## src/rtl/sfu_pkg.sv

```systemverilog
// Shared definitions for the SFU pair builder and the SFU check stage:
// FSM state encoding and the data value used to pad incomplete pairs.
package sfu_pkg;

   typedef enum logic {
      ST_EMPTY = 1'b0,
      ST_HELD  = 1'b1
   } state_e;

   localparam int unsigned PAD_DATA = 0;

endpackage

```

## src/rtl/sfu_sat_counter.sv

```systemverilog
// Saturating up-counter with synchronous clear; clear wins over increment.
module sfu_sat_counter
   import sfu_pkg::*;
#(
   parameter int unsigned WIDTH = 16
) (
   input  logic             clk,
   input  logic             rst_n,
   input  logic             inc,
   input  logic             clr,
   output logic [WIDTH-1:0] cnt
);

   logic [WIDTH-1:0] cnt_q, cnt_d;

   always_comb begin
      cnt_d = cnt_q;
      if (clr) begin
         cnt_d = '0;
      end else if (inc && (cnt_q != '1)) begin
         cnt_d = cnt_q + WIDTH'(1);
      end
   end

   always_ff @(posedge clk or negedge rst_n) begin
      if (!rst_n) begin
         cnt_q <= '0;
      end else begin
         cnt_q <= cnt_d;
      end
   end

   assign cnt = cnt_q;

endmodule

```

## src/rtl/sfu_pair_builder.sv

```systemverilog
// Groups a serial antenna-sample stream into labelled pairs for the SFU check stage.
// Optional feature: SFU_PAIR_TIMEOUT_EN flushes a stale half-pair as a pad pair after TIMEOUT cycles.
module sfu_pair_builder
   import sfu_pkg::*;
#(
   parameter int unsigned DATA_WIDTH  = 8,
   parameter int unsigned LABEL_WIDTH = 1,
   parameter int unsigned CNT_WIDTH   = 16,
   parameter int unsigned TIMEOUT     = 16
) (
   input  logic                   clk,
   input  logic                   rst_n,
   input  logic                   s_valid,
   output logic                   s_ready,
   input  logic [DATA_WIDTH-1:0]  s_data,
   input  logic [LABEL_WIDTH-1:0] s_label,
   input  logic                   s_last,
   input  logic                   cnt_clr,
   output logic [DATA_WIDTH-1:0]  x_0,
   output logic [DATA_WIDTH-1:0]  x_1,
   output logic [LABEL_WIDTH-1:0] x_label_0,
   output logic [LABEL_WIDTH-1:0] x_label_1,
   output logic                   x_valid,
   output logic [CNT_WIDTH-1:0]   pair_cnt,
   output logic [CNT_WIDTH-1:0]   pad_cnt
);

   if (TIMEOUT < 1) begin : g_bad_timeout
      $error("sfu_pair_builder: TIMEOUT must be >= 1");
   end

   state_e                 state_q, state_d;
   logic [DATA_WIDTH-1:0]  hold_data_q, hold_data_d;
   logic [LABEL_WIDTH-1:0] hold_label_q, hold_label_d;
   logic [DATA_WIDTH-1:0]  x0_q, x0_d, x1_q, x1_d;
   logic [LABEL_WIDTH-1:0] xl0_q, xl0_d, xl1_q, xl1_d;
   logic                   xv_q, xv_d;
   logic                   pair_inc, pad_inc;
   logic                   timeout_hit;
   logic                   acc;

`ifdef SFU_PAIR_TIMEOUT_EN
   localparam int unsigned WAIT_W = (TIMEOUT > 1) ? $clog2(TIMEOUT) : 1;

   logic [WAIT_W-1:0] wait_q, wait_d;

   assign timeout_hit = (state_q == ST_HELD) && (wait_q == WAIT_W'(TIMEOUT - 1));

   // Counts only idle HELD cycles; any exit from HELD leaves it at zero for the next entry.
   always_comb begin
      wait_d = '0;
      if ((state_q == ST_HELD) && !acc && !timeout_hit) begin
         wait_d = wait_q + WAIT_W'(1);
      end
   end

   always_ff @(posedge clk or negedge rst_n) begin
      if (!rst_n) begin
         wait_q <= '0;
      end else begin
         wait_q <= wait_d;
      end
   end
`else
   assign timeout_hit = 1'b0;
`endif

   assign s_ready = !timeout_hit;
   assign acc     = s_valid && s_ready;

   always_ff @(posedge clk or negedge rst_n) begin
      if (!rst_n) begin
         state_q <= ST_EMPTY;
      end else begin
         state_q <= state_d;
      end
   end

   always_comb begin
      state_d = state_q;
      unique case (state_q)
         ST_EMPTY: if (acc && !s_last)       state_d = ST_HELD;
         ST_HELD:  if (acc || timeout_hit)   state_d = ST_EMPTY;
         default:                            state_d = ST_EMPTY;
      endcase
   end

   // Pad pairs repeat the x_0 label so the check stage sees them as not-same-SFU.
   always_comb begin
      hold_data_d  = hold_data_q;
      hold_label_d = hold_label_q;
      x0_d         = x0_q;
      x1_d         = x1_q;
      xl0_d        = xl0_q;
      xl1_d        = xl1_q;
      xv_d         = 1'b0;
      pair_inc     = 1'b0;
      pad_inc      = 1'b0;
      unique case (state_q)
         ST_EMPTY: begin
            if (acc && s_last) begin
               x0_d    = s_data;
               x1_d    = DATA_WIDTH'(PAD_DATA);
               xl0_d   = s_label;
               xl1_d   = s_label;
               xv_d    = 1'b1;
               pad_inc = 1'b1;
            end else if (acc) begin
               hold_data_d  = s_data;
               hold_label_d = s_label;
            end
         end
         ST_HELD: begin
            if (acc) begin
               x0_d     = hold_data_q;
               x1_d     = s_data;
               xl0_d    = hold_label_q;
               xl1_d    = s_label;
               xv_d     = 1'b1;
               pair_inc = 1'b1;
            end else if (timeout_hit) begin
               x0_d    = hold_data_q;
               x1_d    = DATA_WIDTH'(PAD_DATA);
               xl0_d   = hold_label_q;
               xl1_d   = hold_label_q;
               xv_d    = 1'b1;
               pad_inc = 1'b1;
            end
         end
         default: ;
      endcase
   end

   always_ff @(posedge clk or negedge rst_n) begin
      if (!rst_n) begin
         hold_data_q  <= '0;
         hold_label_q <= '0;
         x0_q         <= '0;
         x1_q         <= '0;
         xl0_q        <= '0;
         xl1_q        <= '0;
         xv_q         <= 1'b0;
      end else begin
         hold_data_q  <= hold_data_d;
         hold_label_q <= hold_label_d;
         x0_q         <= x0_d;
         x1_q         <= x1_d;
         xl0_q        <= xl0_d;
         xl1_q        <= xl1_d;
         xv_q         <= xv_d;
      end
   end

   assign x_0       = x0_q;
   assign x_1       = x1_q;
   assign x_label_0 = xl0_q;
   assign x_label_1 = xl1_q;
   assign x_valid   = xv_q;

   sfu_sat_counter #(.WIDTH(CNT_WIDTH)) u_pair_cnt (
      .clk   (clk),
      .rst_n (rst_n),
      .inc   (pair_inc),
      .clr   (cnt_clr),
      .cnt   (pair_cnt)
   );

   sfu_sat_counter #(.WIDTH(CNT_WIDTH)) u_pad_cnt (
      .clk   (clk),
      .rst_n (rst_n),
      .inc   (pad_inc),
      .clr   (cnt_clr),
      .cnt   (pad_cnt)
   );

endmodule

```

## config.mk

```make
export PLATFORM = sky130hd
export DESIGN_NAME = sfu_pair_builder
export DESIGN_NICKNAME = d
export VERILOG_FILES = /design/src/rtl/sfu_pkg.sv /design/src/rtl/sfu_sat_counter.sv /design/src/rtl/sfu_pair_builder.sv
export SDC_FILE = /design/constraint.sdc
export NUM_CORES = 1
export LEC_CHECK = 0
export CORE_ASPECT_RATIO = 1.75
export CORE_MARGIN = 3
export CORE_UTILIZATION = 45
export DETAILED_ROUTE_END_ITERATION = 10
export GPL_TIMING_DRIVEN = 0
export PLACE_DENSITY = 0.82
export SLEW_MARGIN = 40
export SYNTH_ARGS = -nofsm -noshare
export SYNTH_HDL_FRONTEND = slang
export SYNTH_HIERARCHICAL = 1
export SYNTH_SLANG_ARGS = --single-unit
```

## constraint.sdc

```tcl
create_clock -name clk -period 5.2 [get_ports clk]
set_input_delay 1.04 -clock clk [delete_from_list [all_inputs] [get_ports clk]]
set_output_delay 1.04 -clock clk [all_outputs]
set_load 0.01 [all_outputs]
```

==> qor.csv, run 1 <==
stage;metric;value;unit
outcome;status;finished clean;
power;vdd_drop_max;0.000322;V
sta;fmax;0.299;GHz
floorplanning;initial_core_util;0.468;
sta;fin_skew;0.00471;ns
route;vias_per_cell;6.05;
worst_setup_path;start_kind;input port;
hold_path;whs_path_depth;1;
floorplanning;core;0.00659;sq mm
sta;finalSetupTns;0;ns
route;final_antenna_net_count;0;
sta;rsz0062_at_grt;no;
route;vias;2716;
worst_setup_path;path_depth;8;
route;routed_wl;7.57;mm
sta;hold_viol;0;
yosys;async_flop_share;1.00;
worst_setup_path;crit_buf_inv;5;
floorplanning;die_area;0.00792;sq mm
worst_setup_path;rr_worst_depth;7;
worst_setup_path;setup.worst_path.end_class;register;
route;first_pass_iters;4;
worst_setup_path;worstPathCellList;clkdlybuf4s50_1 > nand2_2 > clkinv_1 > inv_1 > clkbuf_1 > clkbuf_1 > o31ai_1 > a21oi_1;
placement;portBuffers;64;
yosys;synth_edf_count;0;
yosys;synth_area;0.00308;sq mm
yosys;synth-seq-cells;61;
finish;final_nets;379;
finish;fin_util;0.626;
yosys;synth_ff_type;dfrtp_1;
placement;dp_hpwl;5.43;mm
yosys;synth_nets;303;
worst_setup_path;cp.required;5.44;ns
sta;setup_slack;1.85;ns
global_route;grt_overflow;0;
yosys;yosys_warnings;6;
route;drt_iter0_markers;261;
yosys;yosysSeqAreaShare;0.495;
job;max-cap-violations;0;
sta;worstMarginPinSlew;0.601;ns
placement;dp_slack;1.61;ns
global_route;grt_pass1_vias;2733;
worst_setup_path;crit_fanout;12;
clock_tree;ctsResizeCount;0;
clock_tree;cts-root-buf;clkbuf_16;
route;post_drt_wl_per_cell;16.9;um
worst_setup_path;crit_type;in2reg;
sta;min_period_over_period;0.644;
worst_setup_path;crit_path_top_delay_cell;clkdlybuf4s50_1;
global_route;grt_max_degree;36;
power;power;1.29;mW
finish;drive_gt1_frac;0.144;
yosys;synth_largest_area_cell;dfrtp_1;
floorplanning;row_count;39;
global_route;grt_usage;0.214;
power;power_density;314;mW/mm^2
sta;drv_slew;0;
clock_tree;cts.sinks;61;
global_route;antenna_found_initial;0;
finish;area_delta_synth_final;33.7;%
yosys;synth_common_cells;dfrtp_1 (61), a21oi_1 (22), nor2_1 (18), o31ai_1 (14);
placement;gp_congestion;0.866;
sta;setup_viol;0;
yosys;synth_top_area_frac;0.495;
yosys;avgSynthCellArea;10.7;sq um
floorplanning;fp.dieW;68.6;um
sta;slew_headroom;0.596;
yosys;yosys.cell_count.top_type;dfrtp_1;
worst_setup_path;slowest_delay;0.53;ns
hold_path;hold_path_class;reg2reg;
route;drc;0;
finish;n_antenna_cell;0;
sta;min_period;3.35;ns
floorplanning;ios;66;
clock_tree;cts_tree;yes;
clock_tree;path_clk_slew;0.05;ns
floorplanning;dieHeight;116;um
clock_tree;ctsHoldBuffers;0;
clock_tree;cts_buffer_depth;2;
yosys;yosysUniqueCellTypes;43;
yosys;synthTopCellsByArea;dfrtp_1 (49%), a21oi_1 (3.6%), o31ai_1 (3.4%), mux2_1 (3.3%), mux2_2 (2.9%);
worst_setup_path;crit_arrival;3.59;ns
clock_tree;cts_setup_buffers;0;
worst_setup_path;path_delay_family;buffers and inverters;
global_route;grt_pass1_wl;12.9;mm
yosys;synthCells;287;
clock_tree;cts_buffers;9;
worst_setup_path;critical_path.most_common_cell;clkbuf_1;
clock_tree;htreeDepth;3;
clock_tree;insertion_delay;0.32;ns
power;power_leakage;1.67;nW
state kept, by name (all words and copies together) (netlist names):
register / count
hold_data_q: 8
hold_label_q: 1
state_q: 1
u_pad_cnt/cnt: 16
u_pair_cnt/cnt: 16
x_0: 8
x_1: 8
x_label_0: 1
x_label_1: 1
x_valid: 1
report_power, final:
part	switching, mW	internal, mW
clock network	0.189	0.357
logic	0.0914	0.104
registers	0.0318	0.521
total	0.312	0.982
final cells by class:
| cell class | instances | area, sq um |
|---|---|---|
| clock inverters | 1 | 5.00 |
| multi-input cells | 203 | 1440 |
| plain buffers | 14 | 82.6 |
| flip-flops and latches | 61 | 1530 |
| repair buffers | 65 | 658 |
| well taps | 82 | 103 |
| clock buffers | 14 | 274 |
| inverters | 9 | 33.8 |
| fillers | 560 | 2460 |
per-layer routing:
layer,part of all wire,GRT usage,up-vias
met5,0,0,-
met4,0.024,0.106,0
met3,0.053,0.0543,17
met2,0.55,0.364,88
met1,0.37,0.241,1349
li1,-,-,1262
placed cells by master (no fill, tap or decap), types with 3 or more instances in the layout:
cell type        synthesis  final
nor4_1                   8      8
dfrtp_1                 61     61
or4_2                    4      4
o22ai_1                  9      9
o21ai_1                  6      6
a22o_1                   8      8
buf_4                    2      3
and3_1                   4      4
clkdlybuf4s50_1          0     63
nor2b_1                  8      8
or3_1                    4      4
a21oi_1                 22     22
or4_1                   10     10
buf_6                    3      3
nand4_1                 12     12
nor2_1                  18     18
o31ai_1                 14     14
o32ai_1                  7      7
nand3_1                  6      6
nor3_1                   4      4
and4_2                   4      4
nand2_1                 12     12
inv_1                    7      7
clkbuf_16                0      9
mux2_2                   8      8
clkbuf_8                 0      3
clkbuf_1                 9     11
mux2_1                   9      9
final timing paths:
| path | startpoint | to | slack (ns) |
|---|---|---|---|
| max | s_valid | u_pair_cnt/cnt[10]$_DFFE_PN0P_ | 1.85 |
| min | hold_data_q[5]$_DFFE_PN0P_ | hold_data_q[5]$_DFFE_PN0P_ | 0.49 |
| max reg2reg | state_q$_DFF_PN0_ | u_pair_cnt/cnt[10]$_DFFE_PN0P_ | 2.74 |
| min reg2reg | hold_data_q[5]$_DFFE_PN0P_ | hold_data_q[5]$_DFFE_PN0P_ | 0.49 |
| max in group asynchronous | rst_n | u_pad_cnt/cnt[12]$_DFFE_PN0P_ | 4.03 |
| min in group asynchronous | rst_n | x_label_1$_DFFE_PN0P_ | 0.67 |
metrics by stage:
| step | instances | instance area [sq um] | hold WS [ns] |
|---|---|---|---|
| after detailed placement | 434 | 3840 | 0.480 |
| after global routing | 449 | 4120 | 0.512 |
| final | 449 | 4120 | 0.489 |
| after CTS | 449 | 4120 | 0.491 |
| after floorplan | 287 | 3080 | 0.459 |
| after global placement | 433 | 3830 | 0.469 |
logic make-up after synthesis:
group,count (synthesis),synth area share
AND/OR/NAND/NOR,109,0.229
AO/OA/AOI/OAI,73,0.162
flip-flops,61,0.495
buffers and inverters,23,0.0377
multiplexers,18,0.0669
adder cells (fa/ha/maj),2,0.00811
other,1,0.00122
(Power assumes the default switching activity.)
==> run 2: changes to the inputs <==
clock period = 3.5 ns   (was 5.2 ns; I/O delays follow)
==> results of run 2 <==
The final DEF is identical to that of run 1. Status: finished clean.
Main changes from that run: setup slack after placement 1.61 ns -> 0.247 ns; setup slack after layout 1.85 ns -> 0.490 ns; hold slack 0.489 ns -> 0.326 ns; register-to-register setup slack 2.74 ns -> 1.04 ns; total power 1.29 mW -> 1.92 mW; worst IR drop on VDD 0.000322 V -> 0.000479 V
==> run 3: changes to the inputs <==
==> constraint.sdc (replaced) <==
create_clock -name clk -period 3.5 [get_ports clk]
set_input_delay 0.7 -clock clk [delete_from_list [all_inputs] [get_ports clk]]
set_output_delay 0.7 -clock clk [all_outputs]
set_load 0.02 [all_outputs]
==> results of run 3 <==
The final DEF is identical to that of run 1. Status: finished clean.
Main changes from that run: setup slack after placement 1.61 ns -> 0.247 ns; setup slack after layout 1.85 ns -> 0.490 ns; hold slack 0.489 ns -> 0.326 ns; register-to-register setup slack 2.74 ns -> 1.04 ns; total power 1.29 mW -> 1.96 mW; worst IR drop on VDD 0.000322 V -> 0.000489 V
